`src/rtl/slant_rx_frame_scheduler.sv`:
```
// Frame-level scheduler for the four-lane slant receive path: aligns lane frame starts,
// counts lines per lane and swaps the buffer banks during read-side vertical blanking.
module slant_rx_frame_scheduler #(
  parameter int          LINES     = 240,
  parameter int          ALIGN_WIN = 255,
  parameter logic [23:0] FRAME_TMO = 24'hFFFFFF,
  parameter int          LCW       = 9
) (
  input  logic        clk,
  input  logic        rst,
  input  logic [3:0]  frame_even,
  input  logic [3:0]  frame_odd,
  input  logic [3:0]  hsync,
  input  logic        hvsync,
  input  logic [1:0]  force_sel,
  input  logic [3:0]  lane_mask,
  output logic [3:0]  mem_cont,
  output logic        wr_bank,
  output logic        rd_bank,
  output logic        frame_parity,
  output logic        frame_ready,
  output logic [3:0]  lane_lost,
  output logic [15:0] frame_cnt,
  output logic        busy
);

  localparam int AW = $clog2(ALIGN_WIN + 1);

  typedef enum logic [2:0] {IDLE, ALIGN, RECV, DONE, SWAP} state_t;

  state_t          state, state_nxt;
  logic [3:0]      start, start_act, seen_upd, mismatch, full, cnt_en;
  logic [3:0]      active_q, seen, lost;
  logic            parity_q;
  logic [AW-1:0]   align_cnt;
  logic [23:0]     tmo_cnt;
  logic [LCW-1:0]  line_cnt [4];
  logic            recv_done, align_tmo, frame_tmo, swap_go;

  assign start     = frame_even | frame_odd;
  assign start_act = start & active_q;
  assign seen_upd  = seen | start_act;
  assign mismatch  = start_act & (frame_even ^ {4{parity_q}});
  assign align_tmo = (align_cnt == AW'(ALIGN_WIN));
  assign frame_tmo = (tmo_cnt == FRAME_TMO);
  assign swap_go   = (state == DONE) && !hvsync;
  assign rd_bank   = ~wr_bank;

  // A frame start on a lane pre-empts its hsync in the same cycle.
  always_comb begin
    full   = '0;
    cnt_en = '0;
    for (int i = 0; i < 4; i++) begin
      full[i]   = (line_cnt[i] == LCW'(LINES));
      cnt_en[i] = active_q[i] & seen[i] & ~lost[i] & ~start[i] & hsync[i] &
                  (line_cnt[i] < LCW'(LINES));
    end
  end

  assign recv_done = &(full | ~(active_q & ~lost));

  always_ff @(posedge clk) begin
    if (rst) state <= IDLE;
    else     state <= state_nxt;
  end

  always_comb begin
    state_nxt = state;
    case (state)
      IDLE:    if (|(start & lane_mask)) state_nxt = ALIGN;
      ALIGN:   if ((seen_upd == active_q) || align_tmo) state_nxt = RECV;
      RECV:    if (recv_done || frame_tmo) state_nxt = DONE;
      DONE:    if (!hvsync) state_nxt = SWAP;
      SWAP:    state_nxt = IDLE;
      default: state_nxt = IDLE;
    endcase
  end

  always_comb begin
    busy        = (state != IDLE);
    frame_ready = (state == SWAP);
  end

  always_ff @(posedge clk) begin
    if (rst) begin
      active_q  <= '0;
      seen      <= '0;
      lost      <= '0;
      parity_q  <= 1'b0;
      align_cnt <= '0;
      tmo_cnt   <= '0;
      for (int i = 0; i < 4; i++) line_cnt[i] <= '0;
    end else begin
      case (state)
        IDLE: begin
          if (|(start & lane_mask)) begin
            active_q  <= lane_mask;
            seen      <= start & lane_mask;
            parity_q  <= |(frame_even & lane_mask);
            align_cnt <= '0;
          end
        end
        ALIGN: begin
          align_cnt <= align_cnt + 1'b1;
          tmo_cnt   <= '0;
          seen      <= seen_upd;
          lost      <= lost | mismatch | (align_tmo ? (active_q & ~seen_upd) : 4'b0000);
        end
        RECV: begin
          tmo_cnt <= tmo_cnt + 24'd1;
          lost    <= lost | start_act | (frame_tmo ? (active_q & ~full) : 4'b0000);
        end
        SWAP: begin
          seen <= '0;
          lost <= '0;
          for (int i = 0; i < 4; i++) line_cnt[i] <= '0;
        end
        default: ;
      endcase
      if (state == ALIGN || state == RECV) begin
        for (int i = 0; i < 4; i++)
          if (cnt_en[i]) line_cnt[i] <= line_cnt[i] + 1'b1;
      end
    end
  end

  // Swap results become visible in the SWAP cycle itself, alongside frame_ready.
  always_ff @(posedge clk) begin
    if (rst) begin
      wr_bank      <= 1'b0;
      mem_cont     <= '0;
      lane_lost    <= '0;
      frame_cnt    <= '0;
      frame_parity <= 1'b0;
    end else begin
      if (swap_go) begin
        wr_bank   <= ~wr_bank;
        mem_cont  <= active_q & ~lost;
        lane_lost <= active_q & lost;
        frame_cnt <= frame_cnt + 16'd1;
      end
      if (force_sel == 2'b11)      frame_parity <= 1'b1;
      else if (force_sel == 2'b10) frame_parity <= 1'b0;
      else if (swap_go)            frame_parity <= parity_q;
    end
  end

endmodule

```
`config.mk`:
```
export PLATFORM = sky130hd
export DESIGN_NAME = slant_rx_frame_scheduler
export DESIGN_NICKNAME = d
export VERILOG_FILES = /design/src/rtl/slant_rx_frame_scheduler.sv
export SDC_FILE = /design/constraint.sdc
export NUM_CORES = 1
export LEC_CHECK = 0
export CAP_MARGIN = 15
export CORE_MARGIN = 5
export CORE_UTILIZATION = 45
export CTS_BUF_LIST = sky130_fd_sc_hd__clkbuf_16
export DETAILED_ROUTE_END_ITERATION = 10
export SYNTH_ARGS = -nofsm -noshare
export SYNTH_HDL_FRONTEND = slang
export SYNTH_SLANG_ARGS = --single-unit
export TNS_END_PERCENT = 1
```
`constraint.sdc`:
```
create_clock -name clk -period 2.8 [get_ports clk]
set_clock_uncertainty 0.15 [all_clocks]
set_input_delay 0.7 -clock clk [delete_from_list [all_inputs] [get_ports clk]]
set_output_delay 0.7 -clock clk [all_outputs]
set_load 0.01 [all_outputs]
```
After elaboration in Yosys (flattened, before gate mapping)
Memories as Yosys holds them, arrays and structs flattened.
Index checks and enable logic that the tools add are counted.
Word-level totals
  bits in registers: 74
  latch bits: 0
  bits in writable memories: 36
  memory bits (read-only): 0
  bits of input ports: 21
  memories kept: 1
Memories
  line_cnt: words 4, width 9, read ports 4, clocked after memory_dff 0, wr ports 4, RTL line 37  | logic [LCW-1:0] line_cnt [4];
Cells by class
  add/subtract/negate cells: 7
  multiply operators: 0
  div/mod/pow operators: 0
  $lt $le $gt $ge: 4
  eq/ne operators: 17
  shift operators: 0
  mux-type cells: 45
  bitwise operators: 57
  reduce and logical (&&, ||, !) cells: 19
Operators with widths (count)
  2-to-1 mux 9 bit: 8
  case mux 24 bit (2 select lines): 1
  adder 9 x 1 -> 9 bit (second input constant): 4
  == test 9 x 8 -> 1 bit (second input constant): 4
  less-than comparator 9 x 8 -> 1 bit (second input constant): 4
  AND 4 bit: 8
  bitwise OR 4 bit: 7
  adder 24 x 1 -> 24 bit (second input constant): 1
  == test 24 bit (second input constant): 1
  2-to-1 mux 1 bit: 24
  case mux 4 bit (3 select lines): 2
  AND 1 bit: 20
  adder 16 x 1 -> 16 bit (second input constant): 1
  NOT 4 bit: 4
  case mux 8 bit (2 select lines): 1
  2-to-1 mux 3 bit: 4
  2-to-1 mux 4 bit: 3
  case mux 3 bit (4 select lines): 1
  nonzero test 3 bit: 4
  NOT 1 bit: 9
  adder 8 x 1 -> 8 bit (second input constant): 1
  == test 8 bit (second input constant): 1
  2-to-1 mux 8 bit: 1
  inequality test 2 bit (second input constant): 4
  other kinds (15): 31

Depth between registers and ports, before layout
Gate-level depths: netlist of run 1.
  depth after elaboration: 10
  mapped depth: 8
  gate-level depth less buffers: 7

Worst setup path after synthesis of run 1
Ideal clock, no wire load.
  path kind: input to register
  start: input rst
  end: memory line_cnt[0][0] (enable)
  library setup time: 0.335 ns
  arrival: 1.889 ns
  required time: 2.315 ns
  slack: 0.425 ns
  cell stages on the path: 4
  path buffers: 1
  path through: clkbuf_1 -> nor3_1 -> nand4_1 -> nand2_1
RTL lines
  start: declaration: RTL line 10  | input logic rst,
  end: declaration: RTL line 37

Final worst setup path of run 1
  start: register state[0]
  end: output busy
On the way
  longest elaborated chain between the ends: 1
Ends and longest elaborated chain
  start: declaration: RTL line 31  | state_t state, state_nxt;
  start signal: assignment: RTL line 64  | else state <= state_nxt;
  nonzero test 3 bit: RTL line 80  | busy = (state != IDLE);
  end: declaration: RTL line 24  | output logic busy
No other way between the ends.

==> results of run 1 <==
-- cell type report --
class | instances | area, um^2
Inverter | 28 | 105
Tap cell | 168 | 210
Timing Repair Buffer | 75 | 681
Sequential cell | 110 | 2470
Clock buffer | 9 | 225
Multi-Input combinational cell | 500 | 2970
Fill cell | 1163 | 5420
Clock inverter | 7 | 81.3
-- registers in the layout, indices dropped and copies added, names as in the netlist --
signal	count
lane_lost	4
mem_cont	4
state	3
active_q	4
parity_q	1
line_cnt	36
frame_parity	1
lost	4
align_cnt	8
frame_cnt	16
tmo_cnt	24
seen	4
wr_bank	1
-- kinds of logic (layout without fill, tap and decap cells) --
kind of cell / Yosys count / count (layout) / synth area share [%]
adders and majority gates: 15 / 15 / 3.33
muxes: 20 / 20 / 3.68
buffers and inverters: 53 / 119 / 3.66
AOI/OAI and AO/OA: 127 / 127 / 14.0
other: 1 / 3 / 0.0665
xor gates and xnor gates: 30 / 30 / 4.66
and+or+nand+nor: 305 / 305 / 26.8
DFF: 110 / 110 / 43.9
-- stage by stage --
step                total power, mW  std cells  area (um^2)  hold WS [ns]
global route                   4.60        897         6740         0.323
finish                         4.37        897         6740         0.302
floorplan                      2.63        663         5640         0.287
detailed placement             3.06        881         6430         0.297
global placement               3.04        881         6430         0.294
CTS                            4.40        897         6740         0.306
-- cells in the mapped netlist (6+ instances only) --
master,count,area [um^2]
nand3_1,35,175
mux2i_1,14,140
o21ai_0,27,135
nor4_1,7,43.8
edfxtp_1,27,811
mux2_2,6,67.6
xnor2_1,17,149
a22oi_1,7,52.6
clkbuf_1,17,63.8
inv_1,28,105
and3_1,9,56.3
dfxtp_1,83,1660
or3_1,18,113
buf_2,6,30.0
o211ai_1,8,60.1
ha_1,15,188
nand4_1,21,131
a21oi_1,47,235
nor3_1,13,65.1
xor2_1,13,114
nand2b_1,7,43.8
nor2_1,92,345
nand2_1,70,263
-- critical path: stages (launching register included) --
cell	delay (ns)
dfxtp_1	0.31
or2_2	0.32
nor2_1	0.17
inv_1	0.11
clkdlybuf4s50_1	0.49
-- power breakdown --
group	internal, mW	switching [mW]
combinational	0.464	0.695
sequential	1.74	0.136
clock	0.771	0.559
-- placed cells by master (no fill, tap or decap), types with 5 or more instances in the layout --
master / count
nand2b_1: 7
inv_1: 30
ha_1: 15
and2_1: 5
mux2i_1: 14
dfxtp_1: 83
a22oi_1: 7
nor4_1: 7
xor2_1: 13
nor3_1: 13
a211oi_1: 5
a21oi_1: 47
clkbuf_16: 9
mux2_2: 6
clkdlybuf4s50_1: 48
xnor2_1: 17
or3_1: 18
o21ai_0: 27
nor2b_1: 5
and3_1: 9
nand2_1: 70
buf_4: 26
nor2_1: 92
edfxtp_1: 27
o211ai_1: 8
nand3_1: 35
nand4_1: 21
-- per-layer routing --
layer	vias up	routed length, um	GRT usage [%]
met5	-	0	0
met4	0	158	4.69
met3	18	728	5.34
met2	132	5970	28.7
met1	2312	6760	26.1
li1	2486	-	-
-- worst max path at each step --
stage,endpoint,slack (ns)
6_report,busy,0.19
5_1_grt,busy,0.07
4_1_cts,frame_ready,0.16
3_5_place_dp,line_cnt[3][5],0.05
3_3_place_gp,line_cnt[1][4],0.09
2_1_floorplan,line_cnt[0][0],0.43
==> flow_metrics.py, run 1 <==
metrics = {
    "sta": {
        "post-route-period-util_pct": 93.2,
        "tightest_slew_ns": 0.685,
        "fin_ws_ns": 0.191,
        "tns_ns": 0,
        "fin_crit_ns": 2.61,
        "slew_violations": 0,
        "max_slew_margin_pct": 54.0,
        "fmax_ghz": 0.383,
        "hold_violations": 0,
        "setup_viol_count_final": 0,
        "rsz0062_at_grt": "false",
    },
    "detailed_routing": {
        "drt-initial-drc-count": 354,
        "vias": 4948,
        "route.detailed.drc": 0,
        "ant_nets": 0,
        "routed_via_density": 5.52,
        "dr.pass1.iters": 5,
        "wl_per_cell_um": 15.2,
        "totalWireLength_um": 13600,
    },
    "power_and_ir_drop": {
        "cellPowerDensity_nw_per_um2": 648,
        "peakVddDrop_mv": 0.308,
        "p_leak_nw": 2.38,
    },
    "grt": {
        "grt_pass1_wl_um": 22500,
        "grt_usage_pct": 18.8,
        "antenna_found_initial": 0,
        "grt_overflow_total": 0,
        "grt_max_degree": 48,
        "grt_pass1_vias": 4609,
    },
    "cts": {
        "clkSinkCount": 110,
        "cts_root_buffer": "clkbuf_16",
        "cts_hold_buf": 0,
        "clkSlewWorstSetupHoldPaths_ns": 0.07,
        "cts_buffers": 9,
        "h-tree-depth": 3,
        "post_cts.repair.setup_buffers": 0,
        "clockBufferDepth": 2,
        "cts_tree": "done",
        "clkLatencyLatePin_ns": 0.35,
        "cts_repair_resize_count": 0,
    },
    "hold_path": {
        "worstHoldEndpoint": "mem_cont[2]",
        "min_path_type": "reg2reg",
        "min_path_cells": 2,
        "hold_start": "mem_cont[2]",
    },
    "die": {
        "rows": 40,
        "die_h_um": 122,
        "dieArea_um2": 14900,
        "start_util_pct": 46.3,
        "fp.dieW_um": 122,
        "coreArea_um2": 12200,
        "ioPinCount": 50,
    },
    "worst_setup_path": {
        "crit_arrival_ns": 1.76,
        "reg2reg_depth": 8,
        "regToRegStartpoint": "state[1]",
        "startpoint": "state[0]",
        "worstPathRequired_ns": 1.95,
        "reg2reg_to": "align_cnt[4]",
        "r2r_slack_ns": 0.60,
        "critPathCaptureType": "output port",
        "start_kind": "register",
        "worstSetupPathType": "reg2out",
        "path_max_fanout": 3,
    },
    "synth": {
        "syn_area_um2": 5640,
        "synth_edf_count": 27,
        "ys_seq_area_share_pct": 43.9,
        "ys_ff_latch": 110,
        "async_flop_share_pct": 0,
        "synthFlopType": "dfxtp_1",
        "synth.avg_cell_area_um2": 8.53,
        "yosysWarnings": 0,
        "netlist_instances": 661,
        "ys_types": 54,
    },
    "cells_and_area": {
        "area_growth_pct": 19.6,
        "utilization_pct": 55.4,
        "diodes": 0,
        "drive_gt1_share_pct": 7.96,
        "nets": 760,
    },
    "placed_design": {
        "post-place-ws_ns": 0.0519,
        "dp_hpwl_um": 9830,
        "routabilityCongestion": 0.863,
        "io_buffers": 49,
    },
    "run": {
        "maxCapViolations": 0,
    },
    "run_status": {
        "status": "complete, no violations",
    },
}
(Power assumes the default switching activity.)
==> inputs of run 2 (changes only) <==
Settings changed: CTS_BUF_LIST sky130_fd_sc_hd__clkbuf_16 to sky130_fd_sc_hd__clkbuf_8, PLACE_DENSITY_LB_ADDON set to 0.05.
==> flow_metrics.py, run 2 (synthesis gave the netlist of run 1 again) <==
metrics = {
    "power_and_ir_drop": {
        "p_leak_nw": 2.31,
        "cellPowerDensity_nw_per_um2": 595,
        "switching_power_mw": 1.35,
        "sw_frac_of_total_pct": 34.5,
        "p_comb_share_pct": 29.1,
        "internal_power_mw": 2.57,
        "p_clk_share_pct": 22.4,
        "pwr-share-seq_pct": 48.5,
        "peakVddDrop_mv": 0.397,
    },
    "detailed_routing": {
        "totalWireLength_um": 13700,
        "routed_via_density": 5.48,
        "vias": 4905,
        "wl_per_cell_um": 15.3,
        "drt-initial-drc-count": 383,
        "dr.pass1.iters": 5,
        "route.detailed.drc": 0,
        "ant_nets": 0,
    },
    "cts": {
        "clkSlewWorstSetupHoldPaths_ns": 0.10,
        "post_cts.repair.setup_buffers": 0,
        "clockBufferDepth": 2,
        "cts_hold_buf": 0,
        "cts_tree": "done",
        "clkSinkCount": 110,
        "cts_buffers": 9,
        "cts_root_buffer": "clkbuf_8",
        "h-tree-depth": 3,
        "cts_repair_resize_count": 0,
        "clkLatencyLatePin_ns": 0.39,
    },
    "placed_design": {
        "place_area_um2": 6420,
        "dp_hpwl_um": 9930,
        "routabilityCongestion": 0.866,
        "io_buffers": 49,
        "post-place-ws_ns": 0.0620,
    },
    "grt": {
        "grt_overflow_total": 0,
        "grt_max_degree": 43,
        "grt_pass1_wl_um": 22900,
        "grt_pass1_vias": 4680,
        "antenna_found_initial": 0,
        "grt_usage_pct": 19.1,
    },
    "cells_and_area": {
        "regMostFlops": "line_cnt",
        "mostFrequentLayoutCells": "91 x nor2_1, 82 x dfxtp_1, 70 x nand2_1",
        "drive_gt1_share_pct": 7.84,
        "largest_register_ffs": 36,
        "final_common_cell": "nor2_1",
        "reg_top3": "line_cnt (36), tmo_cnt (24), frame_cnt (16)",
        "diodes": 0,
        "utilization_pct": 54.2,
        "nets": 758,
        "area_growth_pct": 17.0,
        "design_area_um2": 6590,
    },
    "sta": {
        "tightest_slew_ns": 0.749,
        "slew_violations": 0,
        "setup_viol_count_final": 0,
        "post-route-period-util_pct": 96.2,
        "hold_violations": 0,
        "rsz0062_at_grt": "false",
        "max_slew_margin_pct": 49.9,
        "fmax_ghz": 0.371,
        "tns_ns": 0,
        "fin_ws_ns": 0.108,
        "fin_crit_ns": 2.69,
    },
    "worst_setup_path": {
        "path_max_fanout": 9,
        "slowest_stage": "clkdlybuf4s50_1",
        "worstSetupPathType": "reg2out",
        "critPathMaxStageDelay_ns": 0.60,
        "cp_num_buf_inv": 2,
        "cp_top_family": "buffers and inverters",
        "r2r_slack_ns": 0.38,
        "path_cells": "buf_4, nor3b_2, clkdlybuf4s50_1",
        "crit_arrival_ns": 1.84,
        "start_kind": "register",
        "worstPathRequired_ns": 1.95,
        "critPathCaptureType": "output port",
    },
    "die": {
        "fp.dieW_um": 122,
        "dieArea_um2": 14900,
        "die_h_um": 122,
        "ioPinCount": 50,
        "rows": 40,
        "start_util_pct": 46.3,
        "coreArea_um2": 12200,
    },
    "run_status": {
        "status": "complete, no violations",
    },
    "hold_path": {
        "min_path_type": "reg2reg",
    },
    "run": {
        "maxCapViolations": 0,
    },
}
run 2: power by group through the flow:
stage                     Sequential (mW)  Combinational (mW)  Clock, mW
after floorplan                      1.87               0.757          0
after global placement               1.93                1.12          0
after detailed placement             1.93                1.14          0
after CTS                            1.90                1.14      0.920
after global routing                 1.92                1.27      0.979
final                                1.90                1.14      0.878
run 2: layout make-up:
class	instances	area [um^2]
Fill cell	1190	5570
Multi-Input combinational cell	500	2970
Sequential cell	110	2470
Timing Repair Buffer	73	666
Tap cell	168	210
Clock buffer	11	151
Inverter	28	105
Clock inverter	5	20.0
run 2: worst register-to-register path: cells and delay by family (launching register included):
family / cells / cell delay [ns]
AND/OR/NAND/NOR: 3 / 1.09
buffers and inverters: 2 / 0.36
flip-flops: 1 / 0.47
run 2: worst paths after layout:
kind / start / end / cells past startpoint
min: mem_cont[1] / mem_cont[1] / 2
max: state[1] / frame_ready / 3
max reg2reg: state[1] / line_cnt[0][0] / 5
min reg2reg: mem_cont[1] / mem_cont[1] / 2
run 2: layer usage:
metal	up-vias	routed length [um]	GRT usage, %
met5	-	0	0
li1	2478	-	-
met3	17	628	5.48
met4	0	184	4.27
met2	107	6380	31.6
met1	2303	6530	24.9
run 2: through the flow:
step	total power, mW	instances	hold WS (ns)
floorplan	2.63	663	0.287
global placement	3.05	879	0.295
detailed placement	3.07	879	0.298
CTS	3.96	895	0.313
global route	4.18	895	0.339
finish	3.92	895	0.311
